--- src/rtl/acc_seq_ctrl.sv ---
`timescale 1ns/1ps
// acc_seq_ctrl: command sequencer for the 8-bit accumulator datapath.
// Takes one command over valid/ready, presents opcode and operand to the ALU,
// waits out the ALU latency, strobes the accumulator, repeats N times, then
// reports completion with the last written value and flags.
//
// state   | meaning
// S_IDLE  | cmd_ready high, waiting for a command
// S_EXEC  | captured opcode/operand on the ALU, waiting ALU_WAIT cycles
// S_WRITE | one cycle: acc_load or acc_clear strobe, result/flags captured
// S_DONE  | one cycle: done pulse, then back to S_IDLE
module acc_seq_ctrl #(
  parameter int WIDTH    = 8,
  parameter int ALU_WAIT = 1,
  parameter int RPT_W    = 4
) (
  input  logic             clock,
  input  logic             reset,
  input  logic             cmd_valid,
  output logic             cmd_ready,
  input  logic [2:0]       cmd_op,
  input  logic [WIDTH-1:0] cmd_data,
  input  logic [RPT_W-1:0] cmd_repeat,
  output logic [2:0]       alu_op,
  output logic [WIDTH-1:0] alu_opnd,
  input  logic [WIDTH-1:0] alu_result,
  input  logic             alu_carry,
  output logic             acc_load,
  output logic             acc_clear,
  output logic             busy,
  output logic             done,
  output logic [WIDTH-1:0] result,
  output logic             zero,
  output logic             carry
);

  typedef enum logic [1:0] {
    S_IDLE  = 2'd0,
    S_EXEC  = 2'd1,
    S_WRITE = 2'd2,
    S_DONE  = 2'd3
  } state_e;

  typedef enum logic [2:0] {
    OP_NOP = 3'd0,
    OP_LDI = 3'd1,
    OP_ADD = 3'd2,
    OP_SUB = 3'd3,
    OP_AND = 3'd4,
    OP_OR  = 3'd5,
    OP_XOR = 3'd6,
    OP_CLR = 3'd7
  } op_e;

  // Wait counter is 4 bits wide, enough for the full 1..15 ALU latency range.
  localparam logic [3:0]       WAIT_INIT = 4'(ALU_WAIT);
  localparam logic [RPT_W-1:0] RPT_ONE   = RPT_W'(1);

  state_e             state_q, state_d;
  op_e                op_q, op_d;
  logic [WIDTH-1:0]   opnd_q, opnd_d;
  logic [RPT_W-1:0]   remain_q, remain_d;
  logic [3:0]         wait_q, wait_d;
  logic               cmd_ready_q, cmd_ready_d;
  logic               acc_load_q, acc_load_d;
  logic               acc_clear_q, acc_clear_d;
  logic               busy_q, busy_d;
  logic               done_q, done_d;
  logic [WIDTH-1:0]   result_q, result_d;
  logic               zero_q, zero_d;
  logic               carry_q, carry_d;
  logic               accept;

  // Next-state, datapath capture and registered-output decode.
  always_comb begin
    state_d     = state_q;
    op_d        = op_q;
    opnd_d      = opnd_q;
    remain_d    = remain_q;
    wait_d      = wait_q;
    result_d    = result_q;
    zero_d      = zero_q;
    carry_d     = carry_q;
    accept      = (state_q == S_IDLE) && cmd_valid && cmd_ready_q;

    case (state_q)
      S_IDLE: begin
        if (accept) begin
          op_d    = op_e'(cmd_op);
          opnd_d  = cmd_data;
          carry_d = 1'b0;
          if (op_e'(cmd_op) == OP_NOP) begin
            state_d = S_DONE;
          end else begin
            state_d  = S_EXEC;
            remain_d = (cmd_repeat == '0) ? RPT_ONE : cmd_repeat;
            wait_d   = WAIT_INIT;
          end
        end
      end
      S_EXEC: begin
        if (wait_q <= 4'd1) begin
          state_d = S_WRITE;
        end else begin
          wait_d = wait_q - 4'd1;
        end
      end
      S_WRITE: begin
        if (op_q == OP_CLR) begin
          result_d = '0;
          zero_d   = 1'b1;
          carry_d  = 1'b0;
        end else begin
          result_d = alu_result;
          zero_d   = (alu_result == '0);
          if (op_q == OP_ADD || op_q == OP_SUB) begin
            carry_d = carry_q | alu_carry;
          end
        end
        if (remain_q > RPT_ONE) begin
          remain_d = remain_q - RPT_ONE;
          wait_d   = WAIT_INIT;
          state_d  = S_EXEC;
        end else begin
          state_d = S_DONE;
        end
      end
      S_DONE: begin
        state_d = S_IDLE;
      end
      default: begin
        state_d = S_IDLE;
      end
    endcase

    // Strobes and status are decoded from the next state so they line up
    // exactly with the state they describe, without combinational outputs.
    cmd_ready_d = (state_d == S_IDLE);
    busy_d      = (state_d != S_IDLE);
    done_d      = (state_d == S_DONE);
    acc_load_d  = (state_d == S_WRITE) && (op_q != OP_CLR);
    acc_clear_d = (state_d == S_WRITE) && (op_q == OP_CLR);
  end

  // State and output registers; reset abandons any command without a strobe.
  always_ff @(posedge clock or negedge reset) begin
    if (!reset) begin
      state_q     <= S_IDLE;
      op_q        <= OP_NOP;
      opnd_q      <= '0;
      remain_q    <= '0;
      wait_q      <= '0;
      cmd_ready_q <= 1'b0;
      acc_load_q  <= 1'b0;
      acc_clear_q <= 1'b0;
      busy_q      <= 1'b0;
      done_q      <= 1'b0;
      result_q    <= '0;
      zero_q      <= 1'b0;
      carry_q     <= 1'b0;
    end else begin
      state_q     <= state_d;
      op_q        <= op_d;
      opnd_q      <= opnd_d;
      remain_q    <= remain_d;
      wait_q      <= wait_d;
      cmd_ready_q <= cmd_ready_d;
      acc_load_q  <= acc_load_d;
      acc_clear_q <= acc_clear_d;
      busy_q      <= busy_d;
      done_q      <= done_d;
      result_q    <= result_d;
      zero_q      <= zero_d;
      carry_q     <= carry_d;
    end
  end

  assign cmd_ready = cmd_ready_q;
  assign alu_op    = op_q;
  assign alu_opnd  = opnd_q;
  assign acc_load  = acc_load_q;
  assign acc_clear = acc_clear_q;
  assign busy      = busy_q;
  assign done      = done_q;
  assign result    = result_q;
  assign zero      = zero_q;
  assign carry     = carry_q;

endmodule

--- config.mk ---
export PLATFORM = sky130hd
export DESIGN_NAME = acc_seq_ctrl
export DESIGN_NICKNAME = d
export VERILOG_FILES = /design/src/rtl/acc_seq_ctrl.sv
export SDC_FILE = /design/constraint.sdc
export NUM_CORES = 1
export LEC_CHECK = 0
export CAP_MARGIN = 20
export CORE_UTILIZATION = 49
export DETAILED_ROUTE_END_ITERATION = 8
export PLACE_DENSITY = 0.85
export SLEW_MARGIN = 10
export SYNTH_ARGS = -nofsm -noshare
export SYNTH_HDL_FRONTEND = slang
export SYNTH_SLANG_ARGS = --single-unit
--- constraint.sdc ---
create_clock -name clock -period 3.9 [get_ports clock]
set_clock_uncertainty 0.2 [all_clocks]
set_input_delay 0.975 -clock clock [delete_from_list [all_inputs] [get_ports clock]]
set_output_delay 0.975 -clock clock [all_outputs]
set_load 0.02 [all_outputs]
==> results.toml <==
[sta]
setup-violations-final = 0
period_share_pct = 65.2
fmax_mhz = 393
period_needed_ns = 2.54
fin_setup_tns_ns = 0
grt_setup_unrepaired = "no"
worst_slew_pin_slew_ns = 0.553
hold_viol = 0
drv_slew = 0
timing.slew.headroom_pct = 63.1

[route]
highest_layer = "met4"
vias = 1347
viasPerCell = 5.26
drtAntennaViolNets = 0
route.met3.wl_um = 270
drc = 0
wl_per_cell_um = 13.9
drt-total-wl_um = 3560
drtIter0Drc = 76
route.met2.wl_um = 1770
wl_met1_um = 1450
drtPass1Iterations = 4

[power]
vdd_drop_max_mv = 0.392
cellPowerDensity_nw_per_um2 = 788
leakage_nw = 0.982

[worst_setup_path]
cp_max_fo = 4
crit_path_max_incr_delay_ns = 0.63
crit_buf_inv = 1
end_kind = "output port"
crit_slowest_cell = "clkdlybuf4s50_1"
cp_top_family = "buffers and inverters"
crit_chain = "clkdlybuf4s50_1"
startpoint_type = "register"
cp.arrival_ns = 1.37
path_class = "reg -> out"
worstPathRequired_ns = 2.72

[synth]
syn_area_um2 = 1610
synth_top_area_share_pct = 55.9
synthTopCellsByArea = "dfrtp_1 (56%), mux2_2 (7.0%), nand2_1 (5.6%)"
synth_cells = 156
ys_ff_latch = 36
synth.distinct_cells = 30
synth_warnings = 0
syn_nets = 187
yosys.area.top_type = "dfrtp_1"
synth.avg_cell_area_um2 = 10.3
yosysSeqAreaShare_pct = 55.9

[cells_and_area]
drive_gt1_share_pct = 9.91
fin_nets = 242
final_cells = 256
diodes = 0
regArea_um2 = 901
syn_to_final_growth_pct = 38.1
nFillCells = 240
multi_input_area_um2 = 654

[floorplan]
rows = 20
start_util_pct = 52.4
core_area_um2 = 3080
dieArea_um2 = 3520
die_h_um = 59.4
io_pins = 53
dieWidth_um = 59.4

[grt]
overflow = 0
grt_pass1_vias = 1332
grt_usage_pct = 23.2
grt_max_degree = 37
antenna_found_initial = 0
grt_first_pass_wirelength_um = 5950

[cts]
tritoncts = "yes"
cts_inserted_buffers = 5
cts_hold_buffers = 0
postCtsSetupBuffers = 0
htreeDepth = 2
cts.clk_slew.worst_paths_ns = 0.10
clk_latency_ns = 0.33
clockBufferDepth = 2
clock-sinks = 36
ctsRootBufferMaster = "clkbuf_4"
cts_resized = 0

[placement]
hpwl_um = 2630
dp.cells = 248
io_buffers = 52
gp_congestion = 0.898

[flow_run]
max-cap-violations = 0

[status]
status = "completed"

[min_path]
worstHoldPathType = "reg -> reg"
-- worst paths after layout --
path | startpoint | end | slack, ns | depth (start not counted)
max in group asynchronous | reset | acc_clear | 2.34 | 2
worst min-delay path | result[2] | result[2] | 0.29 | 2
worst max register to register | state_q[0] | remain_q[0] | 1.75 | 5
min in group asynchronous | reset | cmd_ready | 0.84 | 2
worst min register to register | result[2] | result[2] | 0.29 | 2
worst max-delay path | alu_op[0] | alu_op[0] | 1.36 | 1
-- synthesized netlist by cell type --
| master | number |
|---|---|
| nor3_1 | 6 |
| buf_6 | 1 |
| dfrtp_1 | 36 |
| nor4_1 | 2 |
| and2b_1 | 1 |
| clkbuf_1 | 3 |
| a31oi_1 | 2 |
| o211ai_1 | 1 |
| nand2b_1 | 2 |
| or3_1 | 5 |
| nand2_1 | 24 |
| a211oi_1 | 1 |
| nand3_1 | 3 |
| ha_1 | 4 |
| nor2_1 | 10 |
| and3_1 | 2 |
| a21boi_1 | 2 |
| mux2_2 | 10 |
| inv_1 | 8 |
| or4_4 | 1 |
| buf_2 | 1 |
| nand3_2 | 1 |
| nor2b_1 | 1 |
| o21ai_0 | 17 |
| nand2b_4 | 1 |
| o31a_1 | 1 |
| o211ai_2 | 1 |
| a21oi_1 | 7 |
| a211o_1 | 1 |
| o22a_1 | 1 |
-- state kept, by name (all words and copies together), names as in the netlist --
signal	flops
acc_clear	1
acc_load	1
alu_op	3
alu_opnd	8
busy	1
carry	1
cmd_ready	1
done	1
remain_q	4
result	8
state_q	2
wait_q	4
zero	1
-- through the flow --
step / hold slack, ns / cell area (um2) / setup slack, ns / power [mW] / util, %
after global placement: 0.262 / 2170 / 1.20 / 1.51 / 70.4
after CTS: 0.299 / 2230 / 1.35 / 1.77 / 72.4
after detailed placement: 0.276 / 2170 / 1.13 / 1.56 / 70.4
after global routing: 0.331 / 2230 / 1.31 / 1.88 / 72.4
final: 0.293 / 2230 / 1.36 / 1.75 / 72.4
after floorplan: 0.265 / 1610 / 1.77 / 1.18 / -
-- per-layer routing --
metal,GRT usage (%),vias to the layer above
met2,37.6,48
met4,9.52,0
met3,7.86,10
met1,28.2,635
li1,-,654
met5,0,-
-- logic make-up after synthesis --
family / after synthesis / synth area share, %
AO/OA/AOI/OAI: 34 / 12.5
buffers and inverters: 13 / 3.57
AND/OR/NAND/NOR: 59 / 18.0
adder cells (fa/ha/maj): 4 / 3.10
flip-flops: 36 / 55.9
multiplexers: 10 / 6.98
-- layout make-up --
cell class	count	share of cell area [%]
sequential	36	40.4
clock buffer	8	2.64
multi-input combinational	107	29.4
inverter	8	1.35
timing repair buffer	53	23.7
tap	44	2.47
-- power breakdown --
| part | switching [mW] | internal (mW) |
|---|---|---|
| Clock | 0.112 | 0.0889 |
| Sequential | 0.122 | 0.545 |
| Combinational | 0.461 | 0.425 |
| Total | 0.696 | 1.06 |
-- layout by cell type (no fill, tap or decap), drive strengths merged, types with 5 or more instances in the layout --
cell	netlist	layout
a21oi	7	7
nor2	10	10
dfrtp	36	36
mux2	10	10
or3	5	5
clkbuf	3	8
nand2	24	24
clkdlybuf4s50	0	52
nor3	6	6
o21ai	17	17
inv	8	8
No activity file was read; power rests on OpenSTA's default activity.
==> patch: new RTL, same settings <==
Encoding of `state_e`: now one-hot (4 bits for 4 states).
--- a/src/rtl/acc_seq_ctrl.sv
+++ b/src/rtl/acc_seq_ctrl.sv
@@ -34,11 +34,11 @@
   output logic             carry
 );
 
-  typedef enum logic [1:0] {
-    S_IDLE  = 2'd0,
-    S_EXEC  = 2'd1,
-    S_WRITE = 2'd2,
-    S_DONE  = 2'd3
+  typedef enum logic [3:0] {
+    S_IDLE  = 4'b0001,
+    S_EXEC  = 4'b0010,
+    S_WRITE = 4'b0100,
+    S_DONE  = 4'b1000
   } state_e;
 
   typedef enum logic [2:0] {
Behaviour: no difference found for any inputs over 10 cycles, from zero or initial values and one cycle with reset low; not proved beyond that.
==> patch against the unedited design <==
First-iteration DRC count decreased by 26%. Setup slack got worse by 0.051 ns. Cell area increased by 1.4%. Total power decreased by 13%. Critical path depth unchanged. Routed wire length increased by 4.1%. Die area increased by 1.5%. Largest cell class unchanged. Area after synthesis increased by 1.6%. Global-route usage increased by 0.76 points. Sequential cell count increased by 2. Core utilization increased by 0.42 points. Critical path type unchanged.
==> patch: results <==
group,metric,value,unit
setup_path,r2r-end,"result[2]",
cells_and_area,drive_gt1_share,12.4,%
cells_and_area,nFillCells,241,
run_status,outcome,"finished clean",
hold_path,hold_start,"zero",
clocking,insertion_delay,0.35,ns
placed_design,gp_congestion,0.759,
yosys,synth_compound_area_share,14.4,%
setup_path,arrival,1.42,ns
yosys,ys_types,31,
setup_path,r2r_start,"state_q[3]",
power,leakage,0.981,nW
yosys,synthAdderAreaFrac,3.06,%
placed_design,place_area,2190,um^2
global_routing,grt_max_degree,39,
yosys,synth_mux_area_share,8.94,%
routing,drtIter0Drc,56,
placed_design,dp_cells,230,
global_routing,grtUsageTotal,23.9,%
global_routing,grt_pass1_vias,1358,
yosys,synth_xor_area_share,1.07,%
setup_path,startpoint,"alu_op[1]",
routing,wl_per_cell,15.6,um
cells_and_area,layout.cells.non_filler,238,
power,ir_worst_vdd,451,uV
timing,period_share,66.5,%
global_routing,grt_pass1_wl,6.05,mm
-- patch: cell count changes after synthesis, moves of 3 or more --
cell / change
a22o_1: +8
mux2_2: +3
nand2_1: -17
nor3_1: -3
o21ai_0: -10
o311ai_0: +3
o31ai_1: +3
or3_1: -3
-- patch: logic make-up after synthesis --
logic type	count (synthesis)
adder cells (fa/ha/maj)	4
AND/OR/NAND/NOR	36
flip-flops	38
multiplexers	13
XOR/XNOR	2
buffers and inverters	11
AO/OA/AOI/OAI	33
-- patch: where the power goes --
part	internal, mW	total, mW	switching (mW)
clock network	0.0867	0.219	0.132
logic	0.337	0.663	0.326
registers	0.532	0.636	0.104
total	0.956	1.52	0.562
-- patch: how the worst min path moves through the flow --
stage / to / cells past startpoint
after global placement: zero / 2
after CTS: zero / 2
after detailed placement: zero / 2
after global routing: zero / 2
final: zero / 2
after floorplan: remain_q[1] / 1
-- patch: routing by layer --
layer / part of all wire [%] / vias up / GRT usage [%]
met5: 0 / - / 0
met2: 51 / 50 / 39.8
met1: 39 / 621 / 26.1
met3: 8.6 / 2 / 12.1
met4: 0.73 / 0 / 8.64
li1: - / 620 / -
-- patch: final cells by class --
class	instances	area [um^2]	share of cell area (%)
inverter	8	30.0	1.33
timing repair buffer	52	515	22.8
clock inverter	2	12.5	0.554
tap	44	55.1	2.44
sequential	38	952	42.2
multi-input combinational	88	642	28.4
clock buffer	6	51.3	2.27
